### src/rtl/div_pkg.sv
// rtl/div_pkg.sv - shared encodings for the iterative divider
//
// Purpose: op encodings (RV32M funct3[1:0]) and FSM state constants
//          shared by iterative_divider_32 and its helpers.
// Ports:   none (package).

package div_pkg;

  // funct3[1:0] of the RV32M divide group.
  // Bit 0 set means unsigned; bit 1 set means the remainder is returned.
  localparam logic [1:0] DIV_OP_DIV  = 2'b00;
  localparam logic [1:0] DIV_OP_DIVU = 2'b01;
  localparam logic [1:0] DIV_OP_REM  = 2'b10;
  localparam logic [1:0] DIV_OP_REMU = 2'b11;

  localparam int STATE_W = 2;

  localparam logic [STATE_W-1:0] ST_IDLE = 2'd0;
  localparam logic [STATE_W-1:0] ST_CALC = 2'd1;
  localparam logic [STATE_W-1:0] ST_FIX  = 2'd2;
  localparam logic [STATE_W-1:0] ST_DONE = 2'd3;

endpackage

### src/rtl/div_step.sv
// rtl/div_step.sv - one combinational restoring-division iteration
//
// Purpose: shifts {rem,quot} left by one, trial-subtracts the divisor and
//          either keeps the difference (quotient bit 1) or restores (bit 0).
// Ports:
//   rem_in    in   XLEN+1  partial remainder
//   quot_in   in   XLEN    dividend bits still to shift in / quotient so far
//   divisor   in   XLEN    divisor magnitude
//   rem_out   out  XLEN+1  next partial remainder
//   quot_out  out  XLEN    next quotient register

module div_step #(
  parameter int XLEN = 32
) (
  input  logic [XLEN:0]   rem_in,
  input  logic [XLEN-1:0] quot_in,
  input  logic [XLEN-1:0] divisor,
  output logic [XLEN:0]   rem_out,
  output logic [XLEN-1:0] quot_out
);

  logic [XLEN+1:0] shifted;
  logic [XLEN+1:0] diff;

  // One extra bit on top so the borrow of the trial subtraction is visible.
  assign shifted = {rem_in, quot_in[XLEN-1]};
  assign diff    = shifted - {2'b00, divisor};

  always_comb begin
    rem_out  = shifted[XLEN:0];
    quot_out = {quot_in[XLEN-2:0], 1'b0};
    if (!diff[XLEN+1]) begin
      rem_out  = diff[XLEN:0];
      quot_out = {quot_in[XLEN-2:0], 1'b1};
    end
  end

endmodule

### src/rtl/iterative_divider_32.sv
// rtl/iterative_divider_32.sv - radix-2 restoring divider for RV32M DIV/DIVU/REM/REMU
//
// Purpose: accepts one operation per start pulse in IDLE, iterates XLEN
//          cycles, fixes signs, and presents the result with a one-cycle
//          done pulse. Divide-by-zero and signed overflow finish in one cycle.
// Ports:
//   clk     in   1     rising-edge clock
//   rst_n   in   1     asynchronous active-low reset
//   start   in   1     request, sampled only in IDLE
//   flush   in   1     synchronous abort of the in-flight op
//   op      in   2     00 DIV, 01 DIVU, 10 REM, 11 REMU
//   src1    in   XLEN  dividend
//   src2    in   XLEN  divisor
//   busy    out  1     op in flight (CALC or FIX)
//   done    out  1     one-cycle pulse, result valid
//   result  out  XLEN  quotient or remainder, held until overwritten

import div_pkg::*;

module iterative_divider_32 #(
  parameter int XLEN = 32
) (
  input  logic            clk,
  input  logic            rst_n,
  input  logic            start,
  input  logic            flush,
  input  logic [1:0]      op,
  input  logic [XLEN-1:0] src1,
  input  logic [XLEN-1:0] src2,
  output logic            busy,
  output logic            done,
  output logic [XLEN-1:0] result
);

  localparam int CNT_W = $clog2(XLEN);

  logic [STATE_W-1:0] state;
  logic [CNT_W-1:0]   cnt;
  logic [XLEN:0]      rem_r;
  logic [XLEN-1:0]    quot_r;
  logic [XLEN-1:0]    divisor_r;
  logic               rem_sel;
  logic               neg_q;
  logic               neg_r;

  logic               is_signed;
  logic               src1_neg;
  logic               src2_neg;
  logic [XLEN-1:0]    mag1;
  logic [XLEN-1:0]    mag2;
  logic               div_by_zero;
  logic               overflow;

  logic [XLEN:0]      step_rem;
  logic [XLEN-1:0]    step_quot;
  logic [XLEN-1:0]    fix_q;
  logic [XLEN-1:0]    fix_r;

  assign is_signed   = (op[0] == DIV_OP_DIV[0]);
  assign src1_neg    = is_signed & src1[XLEN-1];
  assign src2_neg    = is_signed & src2[XLEN-1];
  // 0x8000_0000 negates to itself, which is the correct unsigned magnitude.
  assign mag1        = src1_neg ? (~src1 + 1'b1) : src1;
  assign mag2        = src2_neg ? (~src2 + 1'b1) : src2;
  assign div_by_zero = (src2 == '0);
  assign overflow    = is_signed && (src1 == {1'b1, {(XLEN-1){1'b0}}}) && (src2 == '1);

  div_step #(.XLEN(XLEN)) u_step (
    .rem_in   (rem_r),
    .quot_in  (quot_r),
    .divisor  (divisor_r),
    .rem_out  (step_rem),
    .quot_out (step_quot)
  );

  assign fix_q = neg_q ? (~quot_r + 1'b1) : quot_r;
  assign fix_r = neg_r ? (~rem_r[XLEN-1:0] + 1'b1) : rem_r[XLEN-1:0];

  assign busy = (state == ST_CALC) || (state == ST_FIX);
  // A flush landing on the DONE cycle squashes the pulse as well.
  assign done = (state == ST_DONE) && !flush;

  always_ff @(posedge clk or negedge rst_n) begin
    if (!rst_n) begin
      state     <= ST_IDLE;
      cnt       <= '0;
      rem_r     <= '0;
      quot_r    <= '0;
      divisor_r <= '0;
      rem_sel   <= 1'b0;
      neg_q     <= 1'b0;
      neg_r     <= 1'b0;
      result    <= '0;
    end else begin
      case (state)
        ST_IDLE: begin
          if (start && !flush) begin
            rem_sel <= op[1];
            neg_q   <= (src1_neg ^ src2_neg) & !div_by_zero;
            neg_r   <= src1_neg;
            if (div_by_zero) begin
              result <= op[1] ? src1 : '1;
              state  <= ST_DONE;
            end else if (overflow) begin
              result <= op[1] ? '0 : src1;
              state  <= ST_DONE;
            end else begin
              quot_r    <= mag1;
              divisor_r <= mag2;
              rem_r     <= '0;
              cnt       <= CNT_W'(XLEN-1);
              state     <= ST_CALC;
            end
          end
        end
        ST_CALC: begin
          if (flush) begin
            state <= ST_IDLE;
          end else begin
            rem_r  <= step_rem;
            quot_r <= step_quot;
            cnt    <= cnt - 1'b1;
            if (cnt == '0) begin
              state <= ST_FIX;
            end
          end
        end
        ST_FIX: begin
          if (flush) begin
            state <= ST_IDLE;
          end else begin
            result <= rem_sel ? fix_r : fix_q;
            state  <= ST_DONE;
          end
        end
        ST_DONE: begin
          state <= ST_IDLE;
        end
        default: begin
          state <= ST_IDLE;
        end
      endcase
    end
  end

endmodule
### config.mk
export PLATFORM = sky130hd
export DESIGN_NAME = iterative_divider_32
export DESIGN_NICKNAME = d
export VERILOG_FILES = /design/src/rtl/div_pkg.sv /design/src/rtl/div_step.sv /design/src/rtl/iterative_divider_32.sv
export SDC_FILE = /design/constraint.sdc
export NUM_CORES = 1
export LEC_CHECK = 0
export CAP_MARGIN = 15
export CORE_MARGIN = 4
export CORE_UTILIZATION = 50
export DETAILED_ROUTE_END_ITERATION = 12
export PLACE_DENSITY = 0.69
export SYNTH_ARGS = -nofsm -noshare
export SYNTH_HDL_FRONTEND = slang
export SYNTH_SLANG_ARGS = --single-unit
### constraint.sdc
create_clock -name clk -period 4.4 [get_ports clk]
set_input_delay 0.44 -clock clk [delete_from_list [all_inputs] [get_ports clk]]
set_output_delay 0.44 -clock clk [all_outputs]
set_load 0.01 [all_outputs]
# Yosys cells after proc, flatten, opt, wreduce, memory -nomap -nowiden
# Cells that the tools add are included.
dict set report totals {
  reg_bits 139
  input_bits 70
  out_inout_bits 34
  word_cells 91
}
dict set report op_classes {
  addsub 6
  n_eq_ne 12
  mux 36
  n_bitwise 11
  n_reduce_logical 17
}
# operator count
set ops {}
lappend ops {{$mux 32} 15}
lappend ops {{$mux 33} 5}
lappend ops {{$add 32x1->32 const B} 4}
lappend ops {{$not 32->32} 4}
lappend ops {{$pmux 32 s2} 2}
lappend ops {{$pmux 33 s2} 1}
lappend ops {{$eq 32x32->1 const B} 2}
lappend ops {{$sub 34x32->34} 1}
lappend ops {{$logic_not 32->1} 1}
lappend ops {{$mux 5} 4}
lappend ops {{$mux 2} 6}
lappend ops {{$ne 2x2->1 const B} 5}
lappend ops {{$pmux 5 s2} 1}
lappend ops {{$pmux 2 s4} 1}
lappend ops {{$reduce_and 4->1} 2}
lappend ops {{$logic_not 5->1} 1}
lappend ops {{$reduce_and 5->1} 1}
lappend ops {{$sub 5x1->5 const B} 1}
lappend ops {{$eq 2x2->1 const B} 2}
lappend ops {{$logic_and 1x1->1} 4}
lappend ops {{$reduce_and 2->1} 2}
lappend ops {{$reduce_bool 2->1} 2}
lappend ops {{$and 1x1->1} 3}
lappend ops {{$ne 3x2->1 const B} 1}
lappend ops {{8 further kinds} 11}

# Logic depth before layout (Yosys ltp)
dict set report logic_depth {
  depth_word 7
  ltp_mapped 15
  mapped_depth_nobuf 13
}

# Hierarchy
# A second synthesis with hierarchy kept.
dict set report unflattened {
  hier_cells 1504
  hier_area_um2 12275.5
}
# mod instances cells_each area_per_inst_um2 seq_area_each_um2
set modules_own_cells {}
lappend modules_own_cells {iterative_divider_32 1 1145 9872.0 3478.3}
lappend modules_own_cells {div_step 1 359 2403.6 0.0}

# Least setup slack after synthesis
# No wires, ideal clock.
dict set report synth_path {
  path_type {input to register}
  start {input src1[0]}
  end {register result[12]}
  setup_ns 0.119
  t_arrival_ns 3.193
  required_time_ns 4.281
  path_slack_ns 1.088
  stages 12
  n_path_buf 2
  cell_sequence {inv_1 ha_1 or4b_1 or4b_1 clkbuf_1 or4_4 o21ai_2 nand3_1 a21oi_2 buf_2 o211ai_1 o21a_1}
}
dict set report synth_between {
  elab_chain_cells 5
}
# element line
set synth_lines {}
lappend synth_lines {{start: declaration} iterative_divider_32.sv:28} ;# input logic [XLEN-1:0] src1,
lappend synth_lines {{$eq 32x32->1} iterative_divider_32.sv:66} ;# assign overflow = is_signed && (src1 == {1'b1, {(XLEN-1){1'b0}}}) && (src2 == '1);
lappend synth_lines {{$logic_and 1x1->1 (2 in a row)} iterative_divider_32.sv:66}
lappend synth_lines {{$ne 3x3->1 (no line)} -}
lappend synth_lines {{$reduce_and 4->1 (no line)} -}
lappend synth_lines {{end signal: assignment} iterative_divider_32.sv:102} ;# result <= op[1] ? src1 : '1;
lappend synth_lines {{end signal: assignment} iterative_divider_32.sv:105} ;# result <= op[1] ? '0 : src1;
lappend synth_lines {{end signal: assignment} iterative_divider_32.sv:132} ;# result <= rem_sel ? fix_r : fix_q;
lappend synth_lines {{end: declaration} iterative_divider_32.sv:32} ;# output logic [XLEN-1:0] result
# Every way passes these cells.
# A chain may end at the register's enable or synchronous reset.

# Worst setup path in the final report
dict set report layout_path {
  start {input src1[0]}
  end {register result[28]}
}
# The elaborated chain is that of the path after synthesis.

==> impl_results.md <==
* RePlAce Congestion at 0.914
* Grt ovf at 0
* DR DRC count at 0
* First-pass GRT wire length at 52.1 mm
* WP depth at 11
* Unrepaired setup endpoints after global routing: false
* Ant. Diodes at 0
* Most frequent cells in the layout: o21ai_0 (164), nand2_1 (155), a21oi_1 (150)
* Power Dens Cells at 621 nW/µm²
* Iteration-0 DRC Markers at 777
* Clock root cell: clkbuf_16
* Hold Crit Depth at 2
* Number of hold buffers added after CTS at 1
* Clock slew at reported path FFs at 0.06 ns
* Critical path class: in -> reg
* CTS buffer count at 17
* CP required at 4.71 ns
* Post-Syn Nets at 1,584
* Cells after synthesis at 1,469
* Comb power frac at 0.520
* Worst-path fanout max at 62
* CTS tree: built
* Post-synthesis sequential area ratio at 0.308
* Cells after DPL at 1,785
* Cell Rows at 54
* CP arrival at 4.07 ns
* Crit end category: flop
* Synthesized area per cell at 7.69 µm²
* Wirelength per Cell at 17.6 µm
* Number of synthesized flops with an enable pin at 0
* Post-cts resize count at 0
* Vias in the first global route at 10.1k
* Async SR Flop Fraction at 1.00
* Post-layout util at 0.596
* Clock Path Buffers at 2
* Slew Limit Headroom at 0.276
* CORE AREA at 22,000 µm²
* Min Clock Period, post-route at 3.76 ns
* Ys flop type: dfrtp_1
* Max Clk Rate at 266 MHz
* Most common cell after layout, fill and taps aside: o21ai_0
* Clk_lat worst skew at 0.43 ns
* Worst min path class: reg -> reg
* Antenna violations before repair at 0
* Psw at 3.66 mW
* Final HPWL DP at 24.0 mm
* Io pins at 104
* Netlist Area Pre-Place at 11,300 µm²
* Fin nets at 1,640
* Final Max Slew Viols at 0
* Die height at 158 µm
* Vias/cell at 5.88
* Setup TNS at 0 ns
* Routed WL at 32.0 mm
* Final setup violation count at 0
* R2R depth at 9
* Status: finished clean
* Final setup skew at 0.00999 ns
* Final Hold Fails at 0
* Starting density of the core at 0.513
* CP startpoint kind: input pin
* Period utilisation layout at 0.853
* DRT Pass-1 Iters at 5
* Setup bufs post-CTS at 0
* Worst-margin pin slew at 1.09 ns
* Worst path top cell family by delay: simple AND/OR/NAND/NOR gates
* Fillers at 2,008
* CP max-delay cell: or4b_1
* Max-cap viol count at 0
* Largest stage delay on the critical path at 0.57 ns
* H-Tree Depth at 4
* DIE AREA at 25,100 µm²
* DRT antenna net count at 0
* Internal Pwr Total at 4.50 mW
* Non-Filler Instances at 1,818
* Worst vdd ir at 0.238 mV
* Total GRT Usage at 0.258
* Part of the power in the clock network at 0.186
* Clock sink count at 139
* I/O Buffers at 103
* Pwr Total at 8.16 mW
* Via Count at 10.7k
* Static leakage at 5.33 nW
* YS warnings at 0
* Die W at 158 µm
* Post-synth cell types at 70
* Fraction of power spent switching nets at 0.449
* Layout cells sized above 1 at 0.0514
* Crit path cell chain: clkdlybuf4s50_1 > inv_1 > ha_1 > or4b_1 > or4b_1 > or4_4 > o21ai_2 > nand3_1 > a21oi_4 > buf_12 > mux2_2
* R2R Setup Slk at 0.94 ns
* Most frequent CP cell: or4b_1
* Synth Register Bits at 139
* Sequential share of power at 0.294
* Crit path buffers/inverters at 3
* Synth-to-Final Area Change at 16.3%
* Pin count of the biggest net entering global routing at 68
## cells in the mapped netlist (20+ instances only)
library cell	count	area share
o21ai_1	22	0.0097
xnor2_1	83	0.064
o21ai_0	164	0.073
clkbuf_1	64	0.021
nor3_1	26	0.012
dfrtp_1	139	0.31
o41ai_1	20	0.016
mux2i_1	24	0.021
nand3_1	20	0.0089
nor2_1	148	0.049
nand2_1	155	0.052
ha_1	44	0.049
a31oi_1	20	0.011
xor2_1	64	0.050
inv_1	62	0.021
o31ai_1	28	0.019
a21oi_1	150	0.066
nand4_1	20	0.011
## sequential cells by signal, summed over array words and instances, names as in the netlist
name       flops
cnt            5
divisor_r     32
neg_q          1
neg_r          1
quot_r        32
rem_r         33
rem_sel        1
result        32
state          2
## path summary, 6_finish.rpt
path                               startpoint       endpoint
worst max-delay path                  src1[0]     result[28]
worst min-delay path            divisor_r[22]  divisor_r[22]
worst max register to register      rem_r[25]       rem_r[2]
worst min register to register  divisor_r[22]  divisor_r[22]
max in group asynchronous               rst_n   divisor_r[8]
min in group asynchronous               rst_n     result[22]
## layout make-up
class                           instances  area [µm²]  share of cell area
Clock inverter                         13         166              0.0127
Tap cell                              280         350              0.0267
Sequential cell                       139        3480               0.265
Clock buffer                           19         453              0.0345
Multi-Input combinational cell       1176        7190               0.547
Timing Repair Buffer                  129        1270              0.0965
Inverter                               62         233              0.0177
## power groups by stage
stage	combinational, mW	clock (mW)	sequential, mW
after floorplan	3.11	0	2.19
after global placement	4.15	0	2.38
after detailed placement	4.21	0	2.41
after CTS	4.24	1.53	2.39
after global routing	4.77	1.60	2.49
final	4.24	1.52	2.40
## cell families after synthesis
family                   after synthesis  synth area share
adder cells (fa/ha/maj)               45            0.0505
XOR/XNOR                             147             0.114
AND/OR/NAND/NOR                      467             0.192
AO/OA/AOI/OAI                        489             0.253
buffers and inverters                154            0.0568
flip-flops                           139             0.308
multiplexers                          28            0.0253
## per-stage QoR
| step | worst slack (ns) | instance area [µm²] | hold slack (ns) |
|---|---|---|---|
| after CTS | 0.677 | 13100 | 0.484 |
| final | 0.645 | 13100 | 0.476 |
| after floorplan | 1.09 | 11300 | 0.144 |
| after detailed placement | 0.234 | 12500 | 0.445 |
| after global placement | 0.330 | 12500 | 0.443 |
| after global routing | 0.502 | 13100 | 0.514 |
## metal layers
layer,vias to the layer above,GRT usage,wire length (µm)
met2,337,0.422,14900
met1,4980,0.356,14700
met3,38,0.0394,1900
met4,0,0.0764,565
met5,-,0,0
li1,5332,-,-
## tightest hold or removal path: cells and delay by family, from the launching register on
kind	cells	cell delay (ns)
AO/OA/AOI/OAI	1	0.06
flip-flops	1	0.34
AND/OR/NAND/NOR	1	0.05
No activity file was read; power rests on OpenSTA's default activity.
